$ cat config.mk
export PLATFORM = sky130hd
export DESIGN_NAME = softmax_ctrl_flat
export DESIGN_NICKNAME = d
export VERILOG_FILES = /design/src/rtl/softmax_pkg.sv /design/src/rtl/softmax_ctrl_if.sv /design/src/rtl/softmax_addr_pipe.sv /design/src/rtl/softmax_ctrl.sv /design/src/flat_wrapper.sv
export SDC_FILE = /design/constraint.sdc
export NUM_CORES = 1
export LEC_CHECK = 0
export CAP_MARGIN = 0
export CORE_MARGIN = 2
export CORE_UTILIZATION = 23
export DETAILED_ROUTE_END_ITERATION = 6
export MAX_ROUTING_LAYER = met4
export PLACE_DENSITY = 0.4
export RECOVER_POWER = 50
export SKIP_LAST_GASP = 1
export SLEW_MARGIN = 20
export SYNTH_ARGS = -nofsm -noshare
export SYNTH_HDL_FRONTEND = slang
export SYNTH_HIERARCHICAL = 1
export SYNTH_SLANG_ARGS = --single-unit
$ cat constraint.sdc
create_clock -name clk -period 1.57 [get_ports clk]
set_input_delay 0.314 -clock clk [delete_from_list [all_inputs] [get_ports clk]]
set_output_delay 0.314 -clock clk [all_outputs]
set_load 0.01 [all_outputs]
$ cat src/rtl/softmax_pkg.sv
// softmax_pkg: shared types and constants for the softmax tile controller.
//   phase_e : datapath phase encoding driven on dp_phase (IDLE/MAX/SUM/NORM = 0..3)
//   state_e : controller FSM state encoding
//   IL / FL : integer / fractional bit counts of the datapath fixed-point format
// Optional feature macro: SOFTMAX_CTRL_MAXSUB_EN (adds the MAX pass / S_MAX state).
package softmax_pkg;

  localparam int IL = 4;
  localparam int FL = 16;

  typedef enum logic [1:0] {
    PH_IDLE = 2'd0,
    PH_MAX  = 2'd1,
    PH_SUM  = 2'd2,
    PH_NORM = 2'd3
  } phase_e;

  typedef enum logic [2:0] {
    S_IDLE  = 3'd0,
`ifdef SOFTMAX_CTRL_MAXSUB_EN
    S_MAX   = 3'd1,
`endif
    S_SUM   = 3'd2,
    S_NORM  = 3'd3,
    S_DRAIN = 3'd4,
    S_DONE  = 3'd5
  } state_e;

  // Datapath phase presented for a given controller state; non-pass states are idle.
  function automatic phase_e phase_of(input state_e s);
    case (s)
`ifdef SOFTMAX_CTRL_MAXSUB_EN
      S_MAX:   phase_of = PH_MAX;
`endif
      S_SUM:   phase_of = PH_SUM;
      S_NORM:  phase_of = PH_NORM;
      default: phase_of = PH_IDLE;
    endcase
  endfunction

endpackage

$ cat src/rtl/softmax_ctrl_if.sv
// softmax_ctrl_if: handshake and buffer-address bundle of the softmax controller.
//   master : host / buffer side (drives start, wr_ready)
//   slave  : controller side (drives busy, done, read/datapath/write controls)
// Parameter W: row/column index width.
interface softmax_ctrl_if #(parameter int W = 4);
  logic         start;
  logic         busy;
  logic         done;
  logic         rd_en;
  logic [W-1:0] rd_row;
  logic [W-1:0] rd_col;
  logic [1:0]   dp_phase;
  logic         dp_clr;
  logic         dp_en;
  logic         wr_en;
  logic [W-1:0] wr_row;
  logic [W-1:0] wr_col;
  logic         wr_ready;

  modport master (
    output start, wr_ready,
    input  busy, done, rd_en, rd_row, rd_col, dp_phase, dp_clr, dp_en,
           wr_en, wr_row, wr_col
  );

  modport slave (
    input  start, wr_ready,
    output busy, done, rd_en, rd_row, rd_col, dp_phase, dp_clr, dp_en,
           wr_en, wr_row, wr_col
  );
endinterface

$ cat src/rtl/softmax_addr_pipe.sv
// softmax_addr_pipe: stallable delay line carrying {valid, row, col} of NORM reads
// so each write address lines up with the datapath result.
//   clk, reset (async active-low)
//   i_adv              : shift enable; low freezes every stage
//   i_valid/i_row/i_col: entry inserted at stage 0 on an advancing edge
//   o_valid/o_row/o_col: oldest stage (write request)
//   o_pending          : a valid entry sits in any stage other than the oldest
module softmax_addr_pipe #(
  parameter int W     = 4,
  parameter int DEPTH = 3
) (
  input  logic         clk,
  input  logic         reset,
  input  logic         i_adv,
  input  logic         i_valid,
  input  logic [W-1:0] i_row,
  input  logic [W-1:0] i_col,
  output logic         o_valid,
  output logic [W-1:0] o_row,
  output logic [W-1:0] o_col,
  output logic         o_pending
);

  logic [DEPTH-1:0] r_vld;
  logic [W-1:0]     r_row [DEPTH];
  logic [W-1:0]     r_col [DEPTH];

  // Stage shift; bubbles carry a zero address so idle write outputs stay at 0.
  always_ff @(posedge clk or negedge reset) begin
    if (!reset) begin
      r_vld <= '0;
      for (int i = 0; i < DEPTH; i++) begin
        r_row[i] <= '0;
        r_col[i] <= '0;
      end
    end else if (i_adv) begin
      r_vld    <= {r_vld[DEPTH-2:0], i_valid};
      r_row[0] <= i_valid ? i_row : '0;
      r_col[0] <= i_valid ? i_col : '0;
      for (int i = 1; i < DEPTH; i++) begin
        r_row[i] <= r_row[i-1];
        r_col[i] <= r_col[i-1];
      end
    end
  end

  assign o_valid   = r_vld[DEPTH-1];
  assign o_row     = r_row[DEPTH-1];
  assign o_col     = r_col[DEPTH-1];
  assign o_pending = |r_vld[DEPTH-2:0];

endmodule

$ cat src/rtl/softmax_ctrl.sv
// softmax_ctrl: sequences row-wise softmax over one SIZE x SIZE tile.
// Each row is walked column by column in passes (MAX, SUM, NORM); NORM reads
// produce output-buffer writes delayed by 1+DP_LAT cycles.
//   clk, reset (async active-low)
//   bus (slave): start/busy/done, rd_*, dp_phase/dp_clr/dp_en, wr_*, wr_ready
// Parameters: SIZE (tile dimension), DP_LAT (datapath latency, 1..8).
// Optional feature macro: SOFTMAX_CTRL_MAXSUB_EN -- include the MAX pass.
module softmax_ctrl
  import softmax_pkg::*;
#(
  parameter int SIZE   = 16,
  parameter int DP_LAT = 2
) (
  input  logic           clk,
  input  logic           reset,
  softmax_ctrl_if.slave  bus
);

  localparam int           W     = $clog2(SIZE);
  localparam logic [W-1:0] LAST  = W'(SIZE - 1);
  localparam int           DEPTH = DP_LAT + 1;
`ifdef SOFTMAX_CTRL_MAXSUB_EN
  localparam state_e       FIRST = S_MAX;
`else
  localparam state_e       FIRST = S_SUM;
`endif

  state_e       r_state;
  state_e       w_state_nxt;
  logic [W-1:0] r_row;
  logic [W-1:0] r_col;
  logic [W-1:0] w_row_nxt;
  logic [W-1:0] w_col_nxt;
  logic [W-1:0] w_col_inc;
  logic [W-1:0] w_row_inc;
  logic         w_col_last;
  logic         w_rd_en;
  logic         r_dp_en;
  logic         w_ins_vld;
  logic         w_pipe_vld;
  logic [W-1:0] w_pipe_row;
  logic [W-1:0] w_pipe_col;
  logic         w_pipe_pend;
  logic         w_drained;

  // Counters wrap explicitly so a non-power-of-two SIZE never yields an out-of-range index.
  assign w_col_last = (r_col == LAST);
  assign w_col_inc  = w_col_last ? '0 : r_col + W'(1);
  assign w_row_inc  = (r_row == LAST) ? '0 : r_row + W'(1);
  // The tile is finished once nothing remains behind the oldest stage and that one retires now.
  assign w_drained  = !w_pipe_pend && (!w_pipe_vld || bus.wr_ready);

  // State, row and column registers.
  always_ff @(posedge clk or negedge reset) begin
    if (!reset) begin
      r_state <= S_IDLE;
      r_row   <= '0;
      r_col   <= '0;
    end else begin
      r_state <= w_state_nxt;
      r_row   <= w_row_nxt;
      r_col   <= w_col_nxt;
    end
  end

  // Next-state, counter and read-enable decode.
  always_comb begin
    w_state_nxt = r_state;
    w_row_nxt   = r_row;
    w_col_nxt   = r_col;
    w_rd_en     = 1'b0;
    case (r_state)
      S_IDLE: begin
        if (bus.start) begin
          w_state_nxt = FIRST;
          w_row_nxt   = '0;
          w_col_nxt   = '0;
        end else begin
          w_state_nxt = S_IDLE;
        end
      end
`ifdef SOFTMAX_CTRL_MAXSUB_EN
      S_MAX: begin
        w_rd_en   = 1'b1;
        w_col_nxt = w_col_inc;
        if (w_col_last) begin
          w_state_nxt = S_SUM;
        end else begin
          w_state_nxt = S_MAX;
        end
      end
`endif
      S_SUM: begin
        w_rd_en   = 1'b1;
        w_col_nxt = w_col_inc;
        if (w_col_last) begin
          w_state_nxt = S_NORM;
        end else begin
          w_state_nxt = S_SUM;
        end
      end
      S_NORM: begin
        // A full output buffer holds the column and suppresses the read.
        if (bus.wr_ready) begin
          w_rd_en   = 1'b1;
          w_col_nxt = w_col_inc;
          if (w_col_last && (r_row == LAST)) begin
            w_row_nxt   = '0;
            w_state_nxt = S_DRAIN;
          end else if (w_col_last) begin
            w_row_nxt   = w_row_inc;
            w_state_nxt = FIRST;
          end else begin
            w_state_nxt = S_NORM;
          end
        end else begin
          w_state_nxt = S_NORM;
        end
      end
      S_DRAIN: begin
        if (w_drained) begin
          w_state_nxt = S_DONE;
        end else begin
          w_state_nxt = S_DRAIN;
        end
      end
      S_DONE:  w_state_nxt = S_IDLE;
      default: w_state_nxt = S_IDLE;
    endcase
  end

  // dp_en is the read enable one cycle later: the buffer returns data then.
  always_ff @(posedge clk or negedge reset) begin
    if (!reset) begin
      r_dp_en <= 1'b0;
    end else begin
      r_dp_en <= w_rd_en;
    end
  end

  assign w_ins_vld = w_rd_en && (r_state == S_NORM);

  softmax_addr_pipe #(
    .W     (W),
    .DEPTH (DEPTH)
  ) u_addr_pipe (
    .clk       (clk),
    .reset     (reset),
    .i_adv     (bus.wr_ready),
    .i_valid   (w_ins_vld),
    .i_row     (r_row),
    .i_col     (r_col),
    .o_valid   (w_pipe_vld),
    .o_row     (w_pipe_row),
    .o_col     (w_pipe_col),
    .o_pending (w_pipe_pend)
  );

  assign bus.busy     = (r_state != S_IDLE);
  assign bus.done     = (r_state == S_DONE);
  assign bus.rd_en    = w_rd_en;
  assign bus.rd_row   = r_row;
  assign bus.rd_col   = r_col;
  assign bus.dp_phase = phase_of(r_state);
  assign bus.dp_clr   = w_rd_en && (r_state == FIRST) && (r_col == '0);
  assign bus.dp_en    = r_dp_en;
  assign bus.wr_en    = w_pipe_vld && bus.wr_ready;
  assign bus.wr_row   = w_pipe_row;
  assign bus.wr_col   = w_pipe_col;

endmodule
$ cat src/flat_wrapper.sv
// flat-port wrapper written by rule: the top's interface ports become plain ports
module softmax_ctrl_flat import softmax_pkg::*;
#(
  parameter int SIZE   = 16,
  parameter int DP_LAT = 2
)
  (clk, reset, bus_start, bus_wr_ready, bus_busy, bus_done, bus_rd_en, bus_rd_row, bus_rd_col, bus_dp_phase, bus_dp_clr, bus_dp_en, bus_wr_en, bus_wr_row, bus_wr_col);
  softmax_ctrl_if bus_i ();
  input  logic clk;
  input  logic reset;
  input wire logic [$bits(bus_i.start)-1:0] bus_start;
  input wire logic [$bits(bus_i.wr_ready)-1:0] bus_wr_ready;
  output wire logic [$bits(bus_i.busy)-1:0] bus_busy;
  output wire logic [$bits(bus_i.done)-1:0] bus_done;
  output wire logic [$bits(bus_i.rd_en)-1:0] bus_rd_en;
  output wire logic [$bits(bus_i.rd_row)-1:0] bus_rd_row;
  output wire logic [$bits(bus_i.rd_col)-1:0] bus_rd_col;
  output wire logic [$bits(bus_i.dp_phase)-1:0] bus_dp_phase;
  output wire logic [$bits(bus_i.dp_clr)-1:0] bus_dp_clr;
  output wire logic [$bits(bus_i.dp_en)-1:0] bus_dp_en;
  output wire logic [$bits(bus_i.wr_en)-1:0] bus_wr_en;
  output wire logic [$bits(bus_i.wr_row)-1:0] bus_wr_row;
  output wire logic [$bits(bus_i.wr_col)-1:0] bus_wr_col;
  assign bus_i.start = bus_start;
  assign bus_i.wr_ready = bus_wr_ready;
  assign bus_busy = bus_i.busy;
  assign bus_done = bus_i.done;
  assign bus_rd_en = bus_i.rd_en;
  assign bus_rd_row = bus_i.rd_row;
  assign bus_rd_col = bus_i.rd_col;
  assign bus_dp_phase = bus_i.dp_phase;
  assign bus_dp_clr = bus_i.dp_clr;
  assign bus_dp_en = bus_i.dp_en;
  assign bus_wr_en = bus_i.wr_en;
  assign bus_wr_row = bus_i.wr_row;
  assign bus_wr_col = bus_i.wr_col;
  softmax_ctrl #(.SIZE(SIZE), .DP_LAT(DP_LAT)) u_core (.clk(clk), .reset(reset), .bus(bus_i));
endmodule
==> results.toml <==
[outcome]
outcome = "finished with violations"
violations = "setup timing"

[timing]
post-route-min-period_ns = 1.580
max_freq_ghz = 0.6329
timing.final.crit_share = 1.006
worst_pin_slew_ns = 0.8349
fin_tns_setup_ns = -0.009984
setup_viol = 1
hold_slack_ns = 0.4899
rsz0062_at_grt = "yes"
fin_worst_skew_ns = 0.007090
hold_violations = 0
setup_ws_ns = -0.009984
slew_headroom = 0.4434
maxSlewViolCount = 0

[placement]
dpl_worst_slack_ns = -0.1516
placedCellCount = 297
portBuffers = 27
placed_area_sq_um = 2313
place.detailed.hpwl_um = 2717
routabilityCongestion = 0.7775

[route]
wire_per_inst_um = 12.70
drc = 0
num_vias = 1272
drt-total-wl_um = 4001
vias_per_cell = 4.038
dr.pass1.iters = 4
drt-initial-drc-count = 57
antenna_left = 0

[pwr]
comb_power_share = 0.378
pwr-share-seq = 0.376
ir_worst_vdd_uv = 753.8
power_density_nw_per_um2 = 1379
intPower_mw = 2.337
clockPowerShare = 0.246
p_leak_nw = 1.194
p_sw_frac = 0.3181
p_sw_mw = 1.090

[clock_tree]
clock_latency_ns = 0.29
clockBufferDepth = 2
cts-root-buf = "clkbuf_8"
cts_tree = "yes"
htree_levels = 2
path_clk_slew_ns = 0.09
cts_made_buffers = 5
clock-sinks = 39

[yosys]
syn_avg_cell_area_sq_um = 11.64
yosysSeqAreaShare = 0.5242
syn_nets = 167
syn-cell-area_sq_um = 1862
synth_edf_count = 0
synthArstFlopShare = 1.000
ys.flop_type = "dfrtp_1"
synthDistinctLibCells = 35
synth-seq-cells = 39
yosysWarnings = 6
synthCells = 160

[worst_setup_path]
crit_type = "flop to output pin"
cp-start-kind = "flop"
max_stage_delay_ns = 0.38
cp_top_family = "flip-flops"
timing.reg2reg.setup_slack_ns = 0.10
cp_cell_sequence = "inv_1 -> ha_1 -> nand2b_1 -> nor4_2 -> buf_2"
critPathSlowestCell = "dfrtp_1"
critPathBufInv = 2
cp_data_arrival_time_ns = 1.27
crit_fanout = 2
crit_required_ns = 1.26
crit_path_end_kind = "output pin"

[layout]
diodes = 0
area_growth_pct = 33.47
fill_cells = 829
drive_gt1_frac = 0.3333
fin_area_sq_um = 2485
layoutNonFillerInstCount = 315
nNetsFinal = 219

[global_routing]
gr-total-overflow = 0
grt_max_degree = 36
first_global_vias = 1273
grt_pass1_wl_um = 6568
gr-usage-all-layers = 0.09892
antenna_found_initial = 0

[run]
cap_violations = 0

[hold_path]
hold_class = "flop to flop"

[die]
die_h_um = 93.97
fp.dieW_um = 93.97
coreArea_sq_um = 7767
dieArea_sq_um = 8830
rows = 32
num_io_pins = 28
start_util = 0.2397
[sequential cells by signal, indices dropped and copies added, names as in the netlist]
name                      flops
u_core/u_addr_pipe/r_col      8
u_core/u_addr_pipe/r_row      8
u_core/bus.rd_col             4
u_core/bus.rd_row             4
u_core/u_addr_pipe/o_col      4
u_core/u_addr_pipe/o_row      4
u_core/r_state                3
u_core/u_addr_pipe/r_vld      3
u_core/bus.dp_en              1
[per-stage QoR]
step / power (mW) / util
after floorplan: 2.001 / -
after global placement: 2.584 / 0.2978
after detailed placement: 2.584 / 0.2978
after CTS: 3.437 / 0.3175
after global routing: 3.681 / 0.3199
final: 3.427 / 0.3199
[area by class of cell]
type	count	area, sq um	share of cell area
tap	102	127.6	0.05136
inverter	14	57.56	0.02316
multi-input combinational	94	740.7	0.2981
clock inverter	3	43.79	0.01762
timing repair buffer	58	469.2	0.1888
clock buffer	5	68.82	0.02769
sequential	39	977.2	0.3933
[power by group through the flow]
| stage | Clock (mW) | Combinational [mW] | Sequential [mW] |
|---|---|---|---|
| 2_1_floorplan | 0 | 0.604 | 1.40 |
| 3_3_place_gp | 0 | 1.27 | 1.31 |
| 3_5_place_dp | 0 | 1.27 | 1.31 |
| 4_1_cts | 0.888 | 1.26 | 1.29 |
| 5_1_grt | 0.930 | 1.44 | 1.31 |
| 6_report | 0.841 | 1.30 | 1.29 |
[synth_stat cells, types with 2 or more instances]
master   count  share of area
a21o_1       4          0.016
a21oi_1      6          0.016
a22o_1       3          0.014
buf_4        8          0.032
buf_6        2          0.012
dfrtp_1     39           0.52
ha_1         3          0.020
inv_1       13          0.026
mux2_2       5          0.030
mux2_4      14           0.11
nand2_1      8          0.016
nand3_1     11          0.030
nand4_1      2         0.0067
nor2_1       7          0.014
nor4_1       2         0.0067
o21ai_0     10          0.027
o21ai_1      5          0.013
[path summary, 6_finish.rpt]
check	depth (start not counted)	end	startpoint
min in group asynchronous	2	u_core/u_addr_pipe/o_row[0]$_DFFE_PN0P_	reset
min	1	u_core/u_addr_pipe/o_row[2]$_DFFE_PN0P_	u_core/u_addr_pipe/o_row[2]$_DFFE_PN0P_
max in group asynchronous	3	u_core/bus.rd_row[0]$_DFFE_PN0P_	reset
max	5	bus_dp_clr	u_core/bus.rd_col[0]$_DFFE_PN0P_
max reg2reg	6	u_core/bus.rd_row[1]$_DFFE_PN0P_	u_core/bus.rd_col[0]$_DFFE_PN0P_
min reg2reg	1	u_core/u_addr_pipe/o_row[2]$_DFFE_PN0P_	u_core/u_addr_pipe/o_row[2]$_DFFE_PN0P_
[layout by cell type, fill, tap and decap left out, types with 6 or more instances in the layout]
| master | instances |
|---|---|
| a21oi_1 | 6 |
| buf_2 | 7 |
| buf_4 | 26 |
| clkdlybuf4s50_1 | 13 |
| dfrtp_1 | 38 |
| inv_1 | 12 |
| mux2_1 | 7 |
| mux2_4 | 7 |
| nand2_1 | 8 |
| nand3_1 | 11 |
| nor2_1 | 6 |
| o21ai_0 | 10 |
[kinds of logic after synthesis]
logic type / after synthesis / synth area share
buffers and inverters: 27 / 0.08803
AO/OA/AOI/OAI: 33 / 0.1096
AND/OR/NAND/NOR: 39 / 0.1149
multiplexers: 19 / 0.1431
flip-flops: 39 / 0.5242
adder cells (fa/ha/maj): 3 / 0.02016
[metal layers]
metal	GRT usage	vias to the layer above	wire length, um
li1	-	646	-
met1	0.1343	604	2027
met2	0.1470	20	1807
met3	0.02889	2	144
met4	0.02174	0	22
met5	-	-	0
[timing repair]
action | 4_1_cts | 5_1_grt
gates resized for setup | 34 | 9
buffers inserted | 5 | 4
setup endpoints to repair | 15 | 10
endpoints found under the hold margin | 14 | 0
pin swaps | 0 | 1
hold buffers | 1 | 0
(Power assumes the default switching activity.)
